<file path="src/rtl/enc_74ls148_latched_pkg.sv">
// Shared types and helpers for the latched 74LS148-style priority encoder.
package enc148_pkg;

  typedef enum logic {IDLE, PRESENT} enc_state_t;

  localparam int unsigned NREQ = 8;
  localparam int unsigned IDXW = 3;

  // Highest set bit wins; returns 0 for an empty vector.
  function automatic logic [IDXW-1:0] prio_idx(input logic [NREQ-1:0] req);
    logic [IDXW-1:0] r;
    r = '0;
    for (int unsigned i = 0; i < NREQ; i++) begin
      if (req[i]) r = IDXW'(i);
    end
    return r;
  endfunction

endpackage

</file>
<file path="src/rtl/enc_74ls148_latched_if.sv">
// Request/code handshake bundle in 74LS148 pin style (active-low lines and flags).
interface enc_74ls148_latched_if;
  import enc148_pkg::*;

  logic [NREQ-1:0] I_n;
  logic            EI_n;
  logic            ack;
  logic [IDXW-1:0] A_n;
  logic            valid;
  logic            GS_n;
  logic            EO_n;

  modport master (
    output I_n, EI_n, ack,
    input  A_n, valid, GS_n, EO_n
  );

  modport slave (
    input  I_n, EI_n, ack,
    output A_n, valid, GS_n, EO_n
  );
endinterface

</file>
<file path="src/rtl/enc_74ls148_latched_prio_enc8.sv">
// Combinational 8-to-3 priority encoder over the pending request set.
module prio_enc8
  import enc148_pkg::*;
(
  input  logic [NREQ-1:0] pending,
  output logic [IDXW-1:0] idx,
  output logic            any
);

  always_comb begin
    idx = prio_idx(pending);
    any = |pending;
  end

endmodule

</file>
<file path="src/rtl/enc_74ls148_latched.sv">
// Registered priority encoder: latches active-low requests, presents the highest
// pending index with a valid/ack handshake and clears it once served.
module enc_74ls148_latched
  import enc148_pkg::*;
#(
  parameter bit STICKY = 1'b1
) (
  input  logic                    clk,
  input  logic                    rst,
  enc_74ls148_latched_if.slave    bus
);

  enc_state_t      state, state_nxt;
  logic [NREQ-1:0] pending, pending_nxt, clr, req_in;
  logic [IDXW-1:0] idx;
  logic            any;
  logic [IDXW-1:0] a_n_q, a_n_nxt;
  logic            valid_q, valid_nxt;
  logic            eo_n_q, eo_n_nxt;

  prio_enc8 u_prio (
    .pending (pending),
    .idx     (idx),
    .any     (any)
  );

  always_comb begin
    req_in      = bus.EI_n ? '0 : ~bus.I_n;
    clr         = '0;
    state_nxt   = state;
    a_n_nxt     = a_n_q;
    valid_nxt   = valid_q;
    unique case (state)
      IDLE: begin
        if (any) begin
          state_nxt = PRESENT;
          a_n_nxt   = ~idx;
          valid_nxt = 1'b1;
        end
      end
      PRESENT: begin
        // The served index is recovered from the held code, so a newly
        // arriving higher request cannot redirect the clear.
        if (bus.ack) begin
          state_nxt   = IDLE;
          a_n_nxt     = '1;
          valid_nxt   = 1'b0;
          clr[~a_n_q] = 1'b1;
        end
      end
    endcase
    // Set is OR-ed after the clear so a re-asserted request survives its own ack.
    pending_nxt = STICKY ? ((pending & ~clr) | req_in) : req_in;
    eo_n_nxt    = ~(~bus.EI_n && !any && (state == IDLE));
  end

  always_ff @(posedge clk) begin
    if (rst) begin
      state   <= IDLE;
      pending <= '0;
      a_n_q   <= '1;
      valid_q <= 1'b0;
      eo_n_q  <= 1'b1;
    end else begin
      state   <= state_nxt;
      pending <= pending_nxt;
      a_n_q   <= a_n_nxt;
      valid_q <= valid_nxt;
      eo_n_q  <= eo_n_nxt;
    end
  end

  assign bus.A_n   = a_n_q;
  assign bus.valid = valid_q;
  assign bus.GS_n  = ~valid_q;
  assign bus.EO_n  = eo_n_q;

endmodule

</file>
<file path="src/flat_wrapper.sv">
// flat-port wrapper written by rule: the top's interface ports become plain ports
module enc_74ls148_latched_flat import enc148_pkg::*;
#(
  parameter bit STICKY = 1'b1
)
  (clk, rst, bus_I_n, bus_EI_n, bus_ack, bus_A_n, bus_valid, bus_GS_n, bus_EO_n);
  enc_74ls148_latched_if bus_i ();
  input  logic clk;
  input  logic rst;
  input wire logic [$bits(bus_i.I_n)-1:0] bus_I_n;
  input wire logic [$bits(bus_i.EI_n)-1:0] bus_EI_n;
  input wire logic [$bits(bus_i.ack)-1:0] bus_ack;
  output wire logic [$bits(bus_i.A_n)-1:0] bus_A_n;
  output wire logic [$bits(bus_i.valid)-1:0] bus_valid;
  output wire logic [$bits(bus_i.GS_n)-1:0] bus_GS_n;
  output wire logic [$bits(bus_i.EO_n)-1:0] bus_EO_n;
  assign bus_i.I_n = bus_I_n;
  assign bus_i.EI_n = bus_EI_n;
  assign bus_i.ack = bus_ack;
  assign bus_A_n = bus_i.A_n;
  assign bus_valid = bus_i.valid;
  assign bus_GS_n = bus_i.GS_n;
  assign bus_EO_n = bus_i.EO_n;
  enc_74ls148_latched #(.STICKY(STICKY)) u_core (.clk(clk), .rst(rst), .bus(bus_i));
endmodule
</file>
<file path="config.mk">
export PLATFORM = sky130hd
export DESIGN_NAME = enc_74ls148_latched_flat
export DESIGN_NICKNAME = d
export VERILOG_FILES = /design/src/rtl/enc_74ls148_latched_pkg.sv /design/src/rtl/enc_74ls148_latched_if.sv /design/src/rtl/enc_74ls148_latched_prio_enc8.sv /design/src/rtl/enc_74ls148_latched.sv /design/src/flat_wrapper.sv
export SDC_FILE = /design/constraint.sdc
export NUM_CORES = 1
export LEC_CHECK = 0
export ABC_CLOCK_PERIOD_IN_PS = 1650
export BUFFER_PORTS_ARGS = -buffer_cell sky130_fd_sc_hd__buf_2
export CORE_MARGIN = 3
export CORE_UTILIZATION = 48
export DETAILED_ROUTE_END_ITERATION = 12
export PLACE_DENSITY = 0.76
export SLEW_MARGIN = 30
export SYNTH_ARGS = -nofsm -noshare
export SYNTH_HDL_FRONTEND = slang
export SYNTH_SLANG_ARGS = --single-unit
</file>
<file path="constraint.sdc">
create_clock -name clk -period 1.65 [get_ports clk]
set_input_delay 0.495 -clock clk [delete_from_list [all_inputs] [get_ports clk]]
set_output_delay 0.495 -clock clk [all_outputs]
set_load 0.05 [all_outputs]
</file>
==> out/qor_table.md <==
| Item | Value | Unit |
|---|---|---|
| Final Setup Violations | 0 | - |
| Cell row count | 12 | - |
| Power per unit of standard cell area | 1090 | mW/mm^2 |
| Maximum level of the CTS H-tree | 1 | - |
| Pin slew with the least headroom to its limit | 310 | ps |
| Number of clock buffers inserted by TritonCTS | 3 | - |
| Max clock buf depth | 2 | - |
| Post-CTS clock slew at the launch and capture registers of the worst setup and hold paths | 90 | ps |
| WL/cell | 12.8 | microns |
| Number of buffer cells added on primary ports | 17 | - |
| Routability cong. | 0.840 | - |
| Largest incremental delay on the critical path | 460 | ps |
| Top library cells by usage in the layout, fill and taps aside | buf_2, a21oi_1, dfxtp_1, nor2_1, o21ai_0 | - |
| First-pass GRT wire length | 2.31 | mm |
| Critical R2R Launch | u_core.pending[6] | - |
| Number of max-cap violations | 0 | - |
| Met1 track demand over resource | 22.5 | % |
| Share of the clock period used by the worst path after layout | 93.8 | % |
| R2r endpoint | u_core.bus.EO_n | - |
| Leak pwr | 0.316 | nW |
| I/O pin cnt | 18 | - |
| Post-DR vias/cell | 5.50 | - |
| Count of endpoints failing hold in the final timing report | 0 | - |
| Area inside the core boundary | 0.00117 | sq mm |
| Fillcell total | 103 | - |
| Met2 Track Usage GR | 26.2 | % |
| Layout cell share with drive strength beyond 1 | 33.3 | % |
| Post-route antenna net violation count | 0 | - |
| Net count of the finished layout | 106 | - |
| Setup crit start | u_core.bus.A_n[1] | - |
| Library cell used as clock root buffer | clkbuf_4 | - |
| Total power after layout | 829 | uW |
| Hold path startpoint | bus_I_n[4] | - |
| Pint | 567 | uW |
| Width of the die | 42.1 | microns |
| Area growth from synthesis to layout | 21.6 | % |
| Relative max-transition margin | 79.2 | % |
| Syn nets | 85 | - |
| Switching power summed over all nets | 263 | uW |
| Total length of routed wires | 1.37 | mm |
| Portion of synthesized cell area occupied by the leading cell type | 44.8 | % |
| Warnings, synthesis | 0 | - |
| Number of iterations in the first detailed-routing pass | 4 | - |
| Ranking of synthesized cells by area | dfxtp_1, a21oi_1, o21ai_0, or2_2, nor2_1 | - |
| Average size of a mapped cell | 8.57 | sq um |
| Worst ir drop on vdd | 0.503 | mV |
| Setup TNS | 0 | ps |
| Kind of cell with the highest combined delay on the critical path | flip-flops | - |
| Number of DRC violations after detailed routing | 0 | - |
| Count of cell types in the netlist | 21 | - |
| Ant. Diodes | 0 | - |
| Clock tree from TritonCTS | yes | - |
| Highest-delay cell along the critical path | dfxtp_1 | - |
| Number of gates on the worst path with buffers counted | 1 | - |
| Number of slew-limit violations in the final report | 0 | - |
| Post-Synthesis Cell Area | 626 | sq um |
| Run status | complete, no violations | - |
| Vias after detailed routing | 589 | - |
| Unrepaired setup endpoints after global routing | no | - |
| Part of the Yosys area used for sequential elements | 44.8 | % |
| Category of the worst setup path launch point | flop | - |
| Highest fanout seen on the critical path | 7 | - |
| Time the worst path needs with I/O delays and setup | 1550 | ps |
| Largest area contributor in the synthesized netlist | dfxtp_1 | - |
| Fraction of power consumed by the clock network | 30.3 | % |
| Post-CTS setup buffers | 0 | - |
| Full die area | 0.00177 | sq mm |
| Pin count of the biggest net entering global routing | 15 | - |
| Cells after Synth | 73 | - |
| Worst setup slack for register-to-register paths | 340 | ps |
| CTS hold repair buffers | 0 | - |
| Power share of the sequential group | 48.5 | % |
| Worst skew pair latency | 280 | ps |
| Data required, critical path | 1150 | ps |
| Global-route usage over all layers | 17.2 | % |
| Clock Sink Count | 14 | - |
| First-iteration detailed-routing DRC count | 35 | - |
| Worst EP arrival | 1050 | ps |
| Total gr overflow | 0 | - |
| Final setup skew | 1.73 | ps |
| Detailed placer's ending HPWL | 966 | microns |
| #FFs+latches synth | 14 | - |
| Reg2reg path depth | 3 | - |
| Initial antenna violation count | 0 | - |
| Cell-by-cell listing of the critical path | buf_2 | - |
| Type of the worst setup path | flop to output port | - |
| Die height | 42.1 | microns |
| Vias in the first global route | 529 | - |
| Commonest non-fill, non-tap cell in the layout | buf_2 | - |
| Most congested layer reported by global routing | met2 | - |
| Last element of the critical path | bus_A_n[1] | - |
| Initial cell density of the core | 53.4 | % |
| Proportion of power drawn by combinational gates | 21.2 | % |
| Capturing element type of the critical path | output port | - |
| Met3 track utilization from global routing | 2.58 | % |
| Cts repair resizes | 0 | - |
| Switching Fraction | 31.7 | % |
| Highest clock frequency the design can meet | 0.646 | GHz |
| Count of buffering cells on the critical path with inverters included | 1 | - |
| Class of the most critical hold timing path | input pin to flop | - |
synth_stat cells, drive strengths merged:
library cell / number
a21boi: 1
a21oi: 14
and3b: 1
clkbuf: 1
dfxtp: 14
inv: 2
nand2: 2
nand2b: 3
nand3: 1
nand3b: 2
nor2: 8
nor2b: 1
nor3: 1
nor4: 2
o21ai: 8
o21bai: 3
o22a: 1
or2: 6
or3: 2
worst min path at each step:
stage,end,cells after the start
6_report,u_core.pending[4],3
5_1_grt,u_core.pending[4],3
4_1_cts,u_core.pending[4],3
3_5_place_dp,u_core.pending[0],2
3_3_place_gp,u_core.bus.valid,2
2_1_floorplan,u_core.pending[0],2
power by group through the flow:
stage	logic, mW	clock network (mW)	registers [mW]
detailed placement	0.176	0	0.409
finish	0.175	0.251	0.402
global placement	0.173	0	0.409
CTS	0.176	0.252	0.401
global route	0.193	0.271	0.407
floorplan	0.0901	0	0.444
area by class of cell:
| class | instances | area, sq um | area share (%) |
|---|---|---|---|
| inverters | 2 | 7.51 | 0.987 |
| flip-flops and latches | 14 | 280 | 36.8 |
| well taps | 14 | 17.5 | 2.30 |
| repair buffers | 17 | 85.1 | 11.2 |
| clock buffers | 4 | 36.3 | 4.77 |
| multi-input cells | 56 | 334 | 43.9 |
routing by layer:
layer	wire length (microns)	part of all wire (%)
met4	37	2.7
met3	76	5.5
met1	607	44
met5	0	0
met2	649	47
worst register-to-register path, cell delays in order, from the launching register on:
cell,delay [ps]
dfxtp_1,370
nor4_4,350
nand3b_2,160
or3_1,320
kinds of logic (layout without fill, tap and decap cells):
family	count (synthesis)	after routing	synth area share, %
AND/OR/NAND/NOR	29	29	29.6
AO/OA/AOI/OAI	27	27	23.8
flip-flops	14	14	44.8
buffers and inverters	3	23	1.80
registers in the layout, summed over array words and instances, names as in the netlist:
| register | flops |
|---|---|
| u_core.bus.A_n | 3 |
| u_core.bus.valid | 1 |
| u_core.state | 1 |
| u_core.pending | 8 |
| u_core.bus.EO_n | 1 |
through the flow:
step	hold slack [ps]	setup slack, ps	util, %	instances	instance area [sq um]
4_1_cts	452	114	65.0	107	761
6_report	451	102	65.0	107	761
3_5_place_dp	489	256	61.9	103	724
5_1_grt	448	66.4	65.0	107	761
2_1_floorplan	464	176	-	73	626
3_3_place_gp	490	267	61.9	103	724
No activity file was read; power rests on OpenSTA's default activity.
